[src/rtl/fifo_burst_reader_pkg.sv]
// Shared state encoding and width helpers for the FIFO burst reader.
package fifo_burst_reader_pkg;

  typedef enum logic [1:0] {
    ST_IDLE  = 2'd0,
    ST_ARM   = 2'd1,
    ST_BURST = 2'd2
  } state_t;

  localparam int STAT_W = 16;
  localparam logic [STAT_W-1:0] STAT_MAX = {STAT_W{1'b1}};

  // Width of a counter that must hold values 0..max_val.
  function automatic int cnt_w(input int max_val);
    return (max_val < 1) ? 1 : $clog2(max_val + 1);
  endfunction

endpackage

[src/rtl/fifo_burst_reader_out_reg.sv]
// Single-entry output register for the burst stream; holds its word while the
// consumer stalls and reports when a new word may be loaded.
module fifo_burst_out_reg #(
  parameter int DATA_BIT = 16
) (
  input  logic                clk,
  input  logic                rst_n,
  input  logic                i_load,
  input  logic [DATA_BIT-1:0] i_data,
  input  logic                i_sop,
  input  logic                i_eop,
  input  logic                i_ready,
  output logic                o_valid,
  output logic [DATA_BIT-1:0] o_data,
  output logic                o_sop,
  output logic                o_eop,
  output logic                o_can_load
);

  logic                r_valid;
  logic [DATA_BIT-1:0] r_data;
  logic                r_sop;
  logic                r_eop;

  always_ff @(posedge clk or negedge rst_n) begin
    if (!rst_n) begin
      r_valid <= 1'b0;
      r_data  <= '0;
      r_sop   <= 1'b0;
      r_eop   <= 1'b0;
    end else if (i_load) begin
      r_valid <= 1'b1;
      r_data  <= i_data;
      r_sop   <= i_sop;
      r_eop   <= i_eop;
    end else if (r_valid && i_ready) begin
      r_valid <= 1'b0;
    end
  end

  assign o_can_load = !r_valid || i_ready;
  assign o_valid    = r_valid;
  assign o_data     = r_data;
  assign o_sop      = r_sop;
  assign o_eop      = r_eop;

endmodule

[src/rtl/fifo_burst_reader.sv]
// Read-side burst drain controller for a FWFT FIFO.
// Optional burst statistics counters: define FIFO_BURST_READER_STAT_EN.
module fifo_burst_reader
  import fifo_burst_reader_pkg::*;
#(
  parameter int DATA_BIT   = 16,
  parameter int DATA_DEPTH = 4,
  parameter int BURST_LEN  = 4,
  parameter int TIMEOUT    = 15
) (
  input  logic                           rd_clk,
  input  logic                           rst_n,
  input  logic [DATA_BIT-1:0]            fifo_rd_data,
  input  logic                           fifo_empty,
  input  logic [DATA_DEPTH-1:0]          fifo_rd_cnt,
  output logic                           fifo_rd_en,
  output logic [DATA_BIT-1:0]            m_data,
  output logic                           m_valid,
  input  logic                           m_ready,
  output logic                           m_sop,
  output logic                           m_eop,
  output logic [$clog2(BURST_LEN):0]     m_len,
`ifdef FIFO_BURST_READER_STAT_EN
  output logic [STAT_W-1:0]              stat_full,
  output logic [STAT_W-1:0]              stat_short,
`endif
  output logic                           busy
);

  localparam int LEN_W  = $clog2(BURST_LEN) + 1;
  localparam int TMR_W  = cnt_w(TIMEOUT);
  localparam int CNT_LO = (DATA_DEPTH > 1) ? $clog2(DATA_DEPTH) : 1;
  localparam int AV_W   = CNT_LO + 1;

  state_t             r_state, w_state_nxt;
  logic [TMR_W-1:0]   r_timer, w_timer_nxt;
  logic [LEN_W-1:0]   r_len, w_len_nxt;
  logic [LEN_W-1:0]   r_rem, w_rem_nxt;
  logic [CNT_LO-1:0]  w_cnt_lo;
  logic [AV_W-1:0]    w_avail;
  logic               w_can_load;
  logic               w_pop;
  logic               w_eop_acc;
  logic               w_unused_cnt;

  // Occupancy reads 0 when the FIFO is full, so a non-empty zero means DATA_DEPTH.
  assign w_cnt_lo     = fifo_rd_cnt[CNT_LO-1:0];
  assign w_avail      = (!fifo_empty && (w_cnt_lo == '0)) ? AV_W'(DATA_DEPTH)
                                                          : {1'b0, w_cnt_lo};
  assign w_unused_cnt = ^fifo_rd_cnt;

  assign w_pop     = (r_state == ST_BURST) && (r_rem != '0) && !fifo_empty && w_can_load;
  assign w_eop_acc = m_valid && m_ready && m_eop;

  always_comb begin
    w_state_nxt = r_state;
    w_timer_nxt = r_timer;
    w_len_nxt   = r_len;
    w_rem_nxt   = r_rem;
    case (r_state)
      ST_IDLE: begin
        w_timer_nxt = '0;
        if (!fifo_empty) w_state_nxt = ST_ARM;
      end
      ST_ARM: begin
        if (r_timer != TMR_W'(TIMEOUT)) w_timer_nxt = r_timer + 1'b1;
        if (w_avail >= AV_W'(BURST_LEN)) begin
          w_state_nxt = ST_BURST;
          w_len_nxt   = LEN_W'(BURST_LEN);
          w_rem_nxt   = LEN_W'(BURST_LEN);
        end else if ((r_timer == TMR_W'(TIMEOUT - 1)) && (w_avail != '0)) begin
          w_state_nxt = ST_BURST;
          w_len_nxt   = LEN_W'(w_avail);
          w_rem_nxt   = LEN_W'(w_avail);
        end else if (fifo_empty) begin
          w_state_nxt = ST_IDLE;
        end
      end
      ST_BURST: begin
        if (w_pop) w_rem_nxt = r_rem - 1'b1;
        // Leave only once the last word has actually been taken downstream.
        if ((r_rem == '0) && w_eop_acc) begin
          w_timer_nxt = '0;
          w_state_nxt = fifo_empty ? ST_IDLE : ST_ARM;
        end
      end
      default: begin
        w_state_nxt = ST_IDLE;
        w_timer_nxt = '0;
      end
    endcase
  end

  always_ff @(posedge rd_clk or negedge rst_n) begin
    if (!rst_n) begin
      r_state <= ST_IDLE;
      r_timer <= '0;
      r_len   <= '0;
      r_rem   <= '0;
    end else begin
      r_state <= w_state_nxt;
      r_timer <= w_timer_nxt;
      r_len   <= w_len_nxt;
      r_rem   <= w_rem_nxt;
    end
  end

  fifo_burst_out_reg #(
    .DATA_BIT (DATA_BIT)
  ) u_out_reg (
    .clk        (rd_clk),
    .rst_n      (rst_n),
    .i_load     (w_pop),
    .i_data     (fifo_rd_data),
    .i_sop      (r_rem == r_len),
    .i_eop      (r_rem == LEN_W'(1)),
    .i_ready    (m_ready),
    .o_valid    (m_valid),
    .o_data     (m_data),
    .o_sop      (m_sop),
    .o_eop      (m_eop),
    .o_can_load (w_can_load)
  );

  assign fifo_rd_en = w_pop;
  assign m_len      = r_len;
  assign busy       = (r_state == ST_ARM) || (r_state == ST_BURST);

`ifdef FIFO_BURST_READER_STAT_EN
  logic [STAT_W-1:0] r_stat_full;
  logic [STAT_W-1:0] r_stat_short;

  always_ff @(posedge rd_clk or negedge rst_n) begin
    if (!rst_n) begin
      r_stat_full  <= '0;
      r_stat_short <= '0;
    end else if (w_eop_acc) begin
      if (r_len == LEN_W'(BURST_LEN)) begin
        if (r_stat_full != STAT_MAX) r_stat_full <= r_stat_full + 1'b1;
      end else begin
        if (r_stat_short != STAT_MAX) r_stat_short <= r_stat_short + 1'b1;
      end
    end
  end

  assign stat_full  = r_stat_full;
  assign stat_short = r_stat_short;
`endif

endmodule

[config.mk]
export PLATFORM = sky130hd
export DESIGN_NAME = fifo_burst_reader
export DESIGN_NICKNAME = d
export VERILOG_FILES = /design/src/rtl/fifo_burst_reader_pkg.sv /design/src/rtl/fifo_burst_reader_out_reg.sv /design/src/rtl/fifo_burst_reader.sv
export SDC_FILE = /design/constraint.sdc
export NUM_CORES = 1
export LEC_CHECK = 0
export CAP_MARGIN = 20
export CORE_MARGIN = 3
export CORE_UTILIZATION = 46
export CTS_CLUSTER_SIZE = 12
export DETAILED_ROUTE_END_ITERATION = 16
export GPL_ROUTABILITY_DRIVEN = 0
export GPL_TIMING_DRIVEN = 0
export HOLD_SLACK_MARGIN = 0.1
export PLACE_DENSITY = 0.81
export RECOVER_POWER = 25
export SYNTH_ARGS = -nofsm -noshare
export SYNTH_HDL_FRONTEND = slang
export SYNTH_SLANG_ARGS = --single-unit
[constraint.sdc]
create_clock -name rd_clk -period 2.7 [get_ports rd_clk]
set_input_delay 0.81 -clock rd_clk [delete_from_list [all_inputs] [get_ports rd_clk]]
set_output_delay 0.81 -clock rd_clk [all_outputs]
set_load 0.1 [all_outputs]
==> run_results.csv <==
group,metric,value,unit
logic_synthesis,syn_nets,195,
logic_synthesis,synth.distinct_cells,35,
cells_and_area,drive_above_1_share,0.126,
floorplanning,initial_core_util,0.502,
clock_tree,clk_latency,0.32,ns
placed_design,portBuffers,45,
timing,clock_skew,0.00547,ns
worst_setup_path,worstPathArrival,1.87,ns
logic_synthesis,synth_area_leaders,"dfrtp_1 49%, nand2_1 13%, ha_1 7.1%",
logic_synthesis,synth_xor_area_frac,0.0165,
routing,vias,1348,
clock_tree,tritoncts,"built",
timing,setup_viol,0,
logic_synthesis,synth_edf_count,0,
worst_setup_path,critPathLaunchType,"input pin",
clock_tree,cts.sinks,31,
cells_and_area,fin_nets,247,
worst_hold_path,min_path_type,"reg2reg",
global_route,grt_overflow,0,
global_route,use_met3,0.0607,
status,run_status,"finished clean",
placed_design,dp_hpwl,2800,um
timing,slew_violations,0,
routing,drc,0,
worst_setup_path,setup.worst_path.end_class,"output port",
worst_setup_path,r2r-end,"r_rem[2]",
timing,max_freq,0.373,GHz
floorplanning,die_h,64.9,um
clock_tree,clk_pin_slew,0.09,ns
global_route,first_global_vias,1342,
worst_setup_path,r2r_start,"r_state[0]",
timing,period_share,0.994,
routing,first_pass_iters,4,
routing,drtAntennaViolNets,0,
worst_setup_path,ff2ff_path_depth,8,
logic_synthesis,seq_area_frac_synth,0.486,
cells_and_area,multi_input_area,738,um2
logic_synthesis,synth.avg_cell_area,9.85,um2
clock_tree,clock_path_buffers,2,
global_route,grt-busiest-layer,"met2",
timing,worstMarginPinSlew,1.10,ns
worst_hold_path,min_from,"u_out_reg.o_data[7]",
logic_synthesis,syn_area,1600,um2
floorplanning,rows,20,
timing,rsz0062_at_grt,"yes",
routing,totalWireLength,3730,um
worst_hold_path,holdPathStages,2,
logic_synthesis,ys.warnings.count,0,
cells_and_area,area_growth,39.2,%
floorplanning,dieArea,4210,um2
global_route,grt_max_degree,22,
global_route,grt_usage,0.194,
worst_setup_path,ff2ff_setup_slack,0.94,ns
timing,min_period,2.68,ns
logic_synthesis,synth_top_family_by_area,"simple AND/OR/NAND/NOR gates",
logic_synthesis,synth_compound_area_frac,0.119,
cells_and_area,n_antenna_cell,0,
logic_synthesis,ys_top_cells_by_count,"56 x nand2_1, 31 x dfrtp_1, 9 x ha_1, 7 x inv_1",
floorplanning,ios,48,
routing,routedWlPerCell,14.4,um
logic_synthesis,synthMostInstantiatedCell,"nand2_1",
floorplanning,coreArea,3180,um2
worst_setup_path,crit_start,"m_ready",
worst_setup_path,critPathRequiredTime,1.89,ns
logic_synthesis,synthSimpleGateAreaFrac,0.214,
routing,drtIter0Drc,101,
clock_tree,cts_buffers,5,
global_route,grtUsageMet2,0.323,
logic_synthesis,synth_top_area_frac,0.486,
worst_setup_path,critPathMaxStageDelay,0.42,ns
placed_design,placedCellCount,252,
worst_setup_path,cp_slowest_cell,"clkdlybuf4s50_1",
timing,hold_violations,0,
logic_synthesis,syn_inst,162,
global_route,gr-usage-met1,0.239,
logic_synthesis,synth_seq_cells,31,
global_route,antenna_found_initial,0,
logic_synthesis,synth_ff_type,"dfrtp_1",
logic_synthesis,async_flop_share,1.00,
clock_tree,htreeDepth,2,
clock_tree,cts-root-buf,"clkbuf_4",
worst_setup_path,crit_type,"in2out",
logic_synthesis,synth_top_area_cell,"dfrtp_1",
worst_setup_path,cp_cell_sequence,"clkdlybuf4s50_1 > or2b_4 > nand3_4 > inv_8 > buf_12",
worst_setup_path,path_max_fanout,20,
cells_and_area,n_fill_cell,240,
worst_hold_path,hold_end,"u_out_reg.o_data[7]",
global_route,grt_pass1_wl,6280,um
timing,slew_headroom,0.268,
cells_and_area,regArea,776,um2
logic_synthesis,synth_fa_ha_area_frac,0.0706,
floorplanning,fp.dieW,64.9,um
logic_synthesis,muxShareOfSynthArea,0.0408,
cells_and_area,fin_cells,259,
routing,post_drt_via_cell_ratio,5.20,
run,cap_violations,0,
kinds of logic after synthesis:
| kind of cell | count (synthesis) |
|---|---|
| AND/OR/NAND/NOR | 76 |
| flip-flops | 31 |
| AO/OA/AOI/OAI | 23 |
| buffers and inverters | 14 |
| adder cells (fa/ha/maj) | 9 |
| multiplexers | 6 |
| XOR/XNOR | 3 |
worst max path at each step:
stage,end,slack (ns),cells after the start
after global routing,fifo_rd_en,-0.03,5
after detailed placement,fifo_rd_en,-1.34,7
final,fifo_rd_en,0.02,5
after global placement,fifo_rd_en,-1.33,7
after CTS,fifo_rd_en,0.004,5
after floorplan,fifo_rd_en,0.10,5
placed cells by master (no fill, tap or decap), types with 2 or more instances in the layout:
cell type,count
xor2_1,3
ha_1,9
nand3_1,5
dfrtp_1,31
dlymetal6s2s_1,10
nand2_1,56
mux2i_1,2
o211ai_1,3
nor2_1,5
o22a_1,4
inv_1,7
clkdlybuf4s50_1,27
mux2_2,4
o31ai_1,2
nand4_1,2
dlygate4sd3_1,2
a21oi_1,5
buf_4,2
dlygate4sd2_1,4
buf_6,2
clkbuf_4,5
state kept, by name, summed over array words and instances, names as in the netlist:
register	flops
u_out_reg.o_eop	1
u_out_reg.o_sop	1
u_out_reg.o_valid	1
r_state	2
m_len	3
r_timer	4
r_rem	3
u_out_reg.o_data	16
critical path: cells and delay by family:
kind,cells,cell delay [ns]
AND/OR/NAND/NOR,2,0.39
buffers and inverters,3,0.67
through the flow:
step                TNS [ns]  worst slack, ns   util  hold WS, ns  cell area [um2]
floorplan                  0            0.102      -        0.514             1600
global placement       -1.33            -1.33  0.661        0.458             2100
detailed placement     -1.34            -1.34  0.670        0.462             2130
CTS                        0          0.00366  0.698        0.487             2220
global route         -0.0264          -0.0264  0.699        0.513             2220
finish                     0           0.0160  0.699        0.483             2220
cell type report:
type                       instances  share of cell area
sequential                        31               0.349
timing repair buffer              47               0.222
buffer                             4              0.0158
tap                               44              0.0248
clock buffer                       6              0.0231
clock inverter                     2              0.0158
multi-input combinational        117               0.332
inverter                           8              0.0169
metal layers:
layer	vias up	wire length [um]
met2	46	1880
met4	0	63
met5	-	0
li1	644	-
met3	8	232
met1	650	1560
what timing repair did:
| action | CTS | global route |
|---|---|---|
| resized for setup | 19 | 11 |
| hold buffers | 0 | 0 |
| endpoints found under the setup margin | 5 | 11 |
| setup buffers | 1 | 0 |
Power is not shown: default switching activity piles up to over one toggle a cycle in this logic, so the estimate is an artifact.
==> RTL edit 1: new RTL, config.mk and constraints unchanged <==
`DATA_BIT` is set to 16 in 2 places; all go to 15.
--- a/src/rtl/fifo_burst_reader_out_reg.sv
+++ b/src/rtl/fifo_burst_reader_out_reg.sv
@@ -2,5 +2,5 @@
 // consumer stalls and reports when a new word may be loaded.
 module fifo_burst_out_reg #(
-  parameter int DATA_BIT = 16
+  parameter int DATA_BIT = 15
 ) (
   input  logic                clk,
--- a/src/rtl/fifo_burst_reader.sv
+++ b/src/rtl/fifo_burst_reader.sv
@@ -4,5 +4,5 @@
   import fifo_burst_reader_pkg::*;
 #(
-  parameter int DATA_BIT   = 16,
+  parameter int DATA_BIT   = 15,
   parameter int DATA_DEPTH = 4,
   parameter int BURST_LEN  = 4,
Interface: changed (resized fifo_rd_data and m_data); port bits go from 48 to 46. No check against the original RTL was run, so the function may have changed too.
==> RTL edit 1 against the original RTL <==
  * Wire length fell by 8.8%
  * Fmax rose by 1.6%
  * Die area fell by 2.9%
  * Design area fell by 3.5%
  * Setup slack improved by 0.043 ns
  * Worst hold slack got worse by 0.0021 ns
  * Critical path depth fell by 4
  * Synthesized area fell by 3.2%
  * Sequential cell count fell by 1
  * First-iteration DRC count fell by 53%
  * Critical path type is now flip-flop to primary output
  * Critical endpoint is now m_data[5]
Power is left out: the tool's default activity adds up to more than one toggle a clock period on the data nets, which glitch-free logic cannot reach.
==> RTL edit 1: results (changes against the original RTL) <==
| Metric | Value |
|---|---|
| Seq/Total Area, Yosys | `48.6% (about the same)` |
| Crit path DAT | `1.83 ns (was 1.87 ns)` |
| DP HPWL | `2.64 mm (was 2.80 mm)` |
| Fillers | `235 (was 240)` |
| Reg2Reg Depth | `6 (was 8)` |
| R2r setup slk | `0.80 ns (was 0.94 ns)` |
| WL per Instance | `13.4 µm (was 14.4 µm)` |
| Critical Path Source | `u_out_reg.o_data[5]$_DFFE_PN0P_ (was m_ready)` |
| Fin cells | `253 (was 259)` |
| Starting DRT DRC Count | `47 (was 101)` |
| Pin count of the biggest net entering global routing | `20 (was 22)` |
| Reg area | `751 µm² (was 776 µm²)` |
| Vias in the first global route | `1,294 (was 1,342)` |
| TritonCTS Sinks | `30 (was 31)` |
| Top cells by area, synth | `dfrtp_1, nand2_1, ha_1 (unchanged)` |
| Vias per inst | `5.08 (was 5.20)` |
| Layout non-clock buf frac | `23.4% (was 23.8%)` |
| Design Area, Final | `2140 µm² (was 2220 µm²)` |
| Synth cell count leaders | `nand2_1, dfrtp_1, ha_1 (unchanged)` |
| Final net count | `240 (was 247)` |
| Critical path's largest stage delay | `1.13 ns (was 0.42 ns)` |
| First-pass GRT wire length | `5.89 mm (was 6.28 mm)` |
| R2r startpoint | `r_state[1]$_DFFE_PN0P_ (was r_state[0]$_DFFE_PN0P_)` |
| Worst Skew | `0.00998 ns (was 0.00547 ns)` |
| Buffers on Ports | `43 (was 45)` |
| Post-synthesis net count | `189 (was 195)` |
| Layout cells sized above 1 | `12.0% (was 12.6%)` |
| Overall Global Routing Usage | `18.4% (was 19.4%)` |
| Max reg flops | `15 (was 16)` |
| Fin crit share | `97.8% (was 99.4%)` |
| Status | `complete, no violations (unchanged)` |
| Syn avg cell area | `9.83 µm² (was 9.85 µm²)` |
| Number of multi-input logic gates | `114 (was 117)` |
| Worst-Margin Slew | `0.980 ns (was 1.10 ns)` |
| Min Hold Slack | `0.481 ns (was 0.483 ns)` |
| Clk_buf instances | `7 (was 6)` |
| Worst setup path endpoint | `m_data[5] (was fifo_rd_en)` |
| Pre-CTS setup slack | `-1.40 ns (was -1.34 ns)` |
RTL edit 1: changes by cell type after synthesis, sizes merged:
cell / change
nand2: -3
buf: -1
dfrtp: -1
nand2b: +1
or2b: -1
RTL edit 1: per-layer routing:
layer | global-route usage [%] | part of all wire [%] | up-vias
met5 | 0 | 0 | -
met1 | 22.2 | 44 | 615
li1 | - | - | 627
met3 | 6.15 | 4.9 | 9
met2 | 29.9 | 49 | 35
met4 | 7.55 | 2.0 | 0
RTL edit 1: kinds of logic (layout without fill, tap and decap cells):
| family | count (synthesis) | count (layout) | share of synthesized area (%) |
|---|---|---|---|
| AO/OA/AOI/OAI | 23 | 23 | 12.6 |
| XOR/XNOR | 3 | 3 | 1.70 |
| adder cells (fa/ha/maj) | 9 | 9 | 7.29 |
| buffers and inverters | 13 | 65 | 4.38 |
| flip-flops | 30 | 30 | 48.6 |
| multiplexers | 6 | 6 | 4.21 |
| AND/OR/NAND/NOR | 73 | 73 | 21.2 |
==> RTL edit 2: new RTL, same settings <==
Without the edit above. Encoding of `state_t`: now one-hot (3 bits for 3 states).
--- a/src/rtl/fifo_burst_reader_pkg.sv
+++ b/src/rtl/fifo_burst_reader_pkg.sv
@@ -2,8 +2,8 @@
 package fifo_burst_reader_pkg;
 
-  typedef enum logic [1:0] {
-    ST_IDLE  = 2'd0,
-    ST_ARM   = 2'd1,
-    ST_BURST = 2'd2
+  typedef enum logic [2:0] {
+    ST_IDLE  = 3'b001,
+    ST_ARM   = 3'b010,
+    ST_BURST = 3'b100
   } state_t;
 
Behaviour: same outputs for any inputs over 10 cycles, from zero or initial values and one cycle with rst_n low; not proved beyond that.
==> RTL edit 2 against the original RTL <==
  * Fmax is 1.7% higher
  * Wire length shrank 16%
  * Synthesized cell count decreased by 20%
  * Setup slack better by 0.044 ns
  * Cell count fell by 10%
  * Design area down 3.5%
  * Count of clock-buffer cells in the layout is the same
  * Synthesized area decreased by 4.0%
  * Sequential cell count is 1 higher
  * Die area down 3.6%
==> RTL edit 2: results (changes against the original RTL) <==
| Metric | Value |
|---|---|
| Status | `complete, no violations (unchanged)` |
| Overall Global Routing Usage | `15.6% (was 19.4%)` |
| WL per Instance | `13.4 µm (was 14.4 µm)` |
| Starting DRT DRC Count | `38 (was 101)` |
| Synth warn | `0 (unchanged)` |
| Critical path's largest stage delay | `1.14 ns (was 0.42 ns)` |
| R2r setup slk | `0.73 ns (was 0.94 ns)` |
| Number of multi-input logic gates | `85 (was 117)` |
| Drt pass-1 iters | `4 (unchanged)` |
| Pin count of the biggest net entering global routing | `22 (unchanged)` |
| Worst-path maximum fanout | `3 (was 20)` |
| Seq/Total Area, Yosys | `52.4% (was 48.6%)` |
| Final net count | `218 (was 247)` |
| Fin cells | `233 (was 259)` |
| CTS max path bufs | `2 (unchanged)` |
| Main synth FF type | `dfrtp_1 (unchanged)` |
| CTS tree | `yes (unchanged)` |
| Buffers, non-clock | `56 (was 51)` |
| Min-delay src | `u_out_reg.o_data[5]$_DFFE_PN0P_ (was u_out_reg.o_data[7]$_DFFE_PN0P_)` |
| Asr flop ratio synth | `100% (unchanged)` |
| Buffers on Ports | `45 (unchanged)` |
| Top cells by area, synth | `dfrtp_1, mux2_2, ha_1 (was dfrtp_1, nand2_1, ha_1)` |
| Seq/total area | `37.5% (was 34.9%)` |
| Vias per inst | `5.16 (was 5.20)` |
| Vias in the first global route | `1,156 (was 1,342)` |
| DP HPWL | `2.34 mm (was 2.80 mm)` |
| Multi-input gate share of total cell area | `31.0% (was 33.2%)` |
| Fillers | `266 (was 240)` |
| Leakage | `approximately 0.98 nW` |
| Clk_buf instances | `6 (unchanged)` |
| Critical-path top delay cell | `clkdlybuf4s50_1 (unchanged)` |
| Layout non-clock buf frac | `25.2% (was 23.8%)` |
| CTS root buf | `clkbuf_4 (unchanged)` |
| First-pass GRT wire length | `4.90 mm (was 6.28 mm)` |
| H-tree levels | `2 (unchanged)` |
| Netlist cell types | `32 (was 35)` |
| Cells after Synth | `130 (was 162)` |
| Synth cell count leaders | `dfrtp_1, mux2_2, inv_1 (was nand2_1, dfrtp_1, ha_1)` |
| Crit path DAT | `1.83 ns (was 1.87 ns)` |
| Top Family by Delay on Critical Path | `buffers and inverters (unchanged)` |
| Clk Latency, worst-skew pair | `0.32 ns (about the same)` |
| #FFs+latches synth | `32 (was 31)` |
| Clk tree area frac | `2.16% (was 3.89%)` |
| Inverter count | `9 (was 8)` |
| Critical Path Source | `u_out_reg.o_eop$_DFFE_PN0P_ (was m_ready)` |
| Internal | `0.791 mW` |
| Post-synthesis net count | `159 (was 195)` |
| R2r startpoint | `r_state[1]$_DFFE_PN0P_ (was r_state[0]$_DFFE_PN0P_)` |
| Layout cells sized above 1 | `23.3% (was 12.6%)` |
| Worst Skew | `0.00347 ns (was 0.00547 ns)` |
| Worst hold path type | `flip-flop to flip-flop (unchanged)` |
| Worst-Margin Slew | `1.10 ns (about the same)` |
==> RTL edit 2: cell count changes in the layout (fill, tap and decap cells not counted), moves of 4 or more <==
cell,before,now
clkdlybuf4s50_1,27,36
dlymetal6s2s_1,10,1
nand2_1,56,6
o22a_1,4,0
mux2_2,4,19
xnor2_1,0,4
buf_4,2,6
ha_1,9,5
o21ai_0,1,7
==> RTL edit 2: per-stage QoR <==
stage | setup slack (ns) | area [µm²] | power [mW] | utilization, % | hold WS (ns)
finish | 0.0605 | 2140 | 1.31 | 69.0 | 0.492
global route | -0.00861 | 2140 | 1.38 | 69.0 | 0.521
CTS | -0.0470 | 2130 | 1.30 | 68.5 | 0.500
detailed placement | -1.36 | 2060 | 1.07 | 66.5 | 0.479
global placement | -1.36 | 2040 | 1.06 | 65.6 | 0.466
floorplan | 0.193 | 1530 | 0.928 | - | 0.514
==> RTL edit 2: worst register-to-register path: cells and delay by family, from the launching register on <==
kind / cells / cell delay, ns
buffers and inverters: 1 / 0.21
and+or+nand+nor: 2 / 0.58
DFF: 1 / 0.41
AOI/OAI and AO/OA: 1 / 0.34
muxes: 1 / 0.33
==> RTL edit 2: what timing repair did <==
item / in CTS / in global routing
buffers inserted: 2 / 4
pin swaps: 1 / 1
resized for setup: 20 / 4
hold endpoints to repair: 0 / 0
setup endpoints to repair: 5 / 3
cloned: 0 / 0
==> RTL edit 2: power by group through the flow <==
stage | Combinational (mW) | Clock [mW] | Sequential (mW)
after floorplan | 0.135 | 0 | 0.794
after global placement | 0.464 | 0 | 0.594
after detailed placement | 0.474 | 0 | 0.597
after CTS | 0.466 | 0.250 | 0.587
after global routing | 0.515 | 0.276 | 0.594
final | 0.486 | 0.241 | 0.585
==> RTL edit 2: kinds of logic (layout without fill, tap and decap cells) <==
family | Yosys count | after routing | synth area share [%]
AOI/OAI and AO/OA | 21 | 21 | 8.74
xor gates and xnor gates | 4 | 4 | 2.29
adders and majority gates | 5 | 5 | 4.08
buffers and inverters | 13 | 72 | 4.66
DFF | 32 | 32 | 52.4
muxes | 20 | 20 | 14.7
and+or+nand+nor | 35 | 35 | 13.2
==> RTL edit 2: worst paths after layout <==
check / end / cells after the start
max: m_eop / 1
min: u_out_reg.o_data[5]$_DFFE_PN0P_ / 1
max reg2reg: r_rem[1]$_DFFE_PN0P_ / 5
min reg2reg: u_out_reg.o_data[5]$_DFFE_PN0P_ / 1
max in group asynchronous: r_rem[0]$_DFFE_PN0P_ / 2
min in group asynchronous: r_state[2]$_DFFE_PN0P_ / 1
==> RTL edit 2: layer usage <==
layer  up-vias  share of wire, %  GRT usage (%)
met4         0              0.32           6.47
met2        36                50           26.2
met1       589                42           17.7
met5         -                 0              0
li1        575                 -              -
met3         2               7.1           5.70
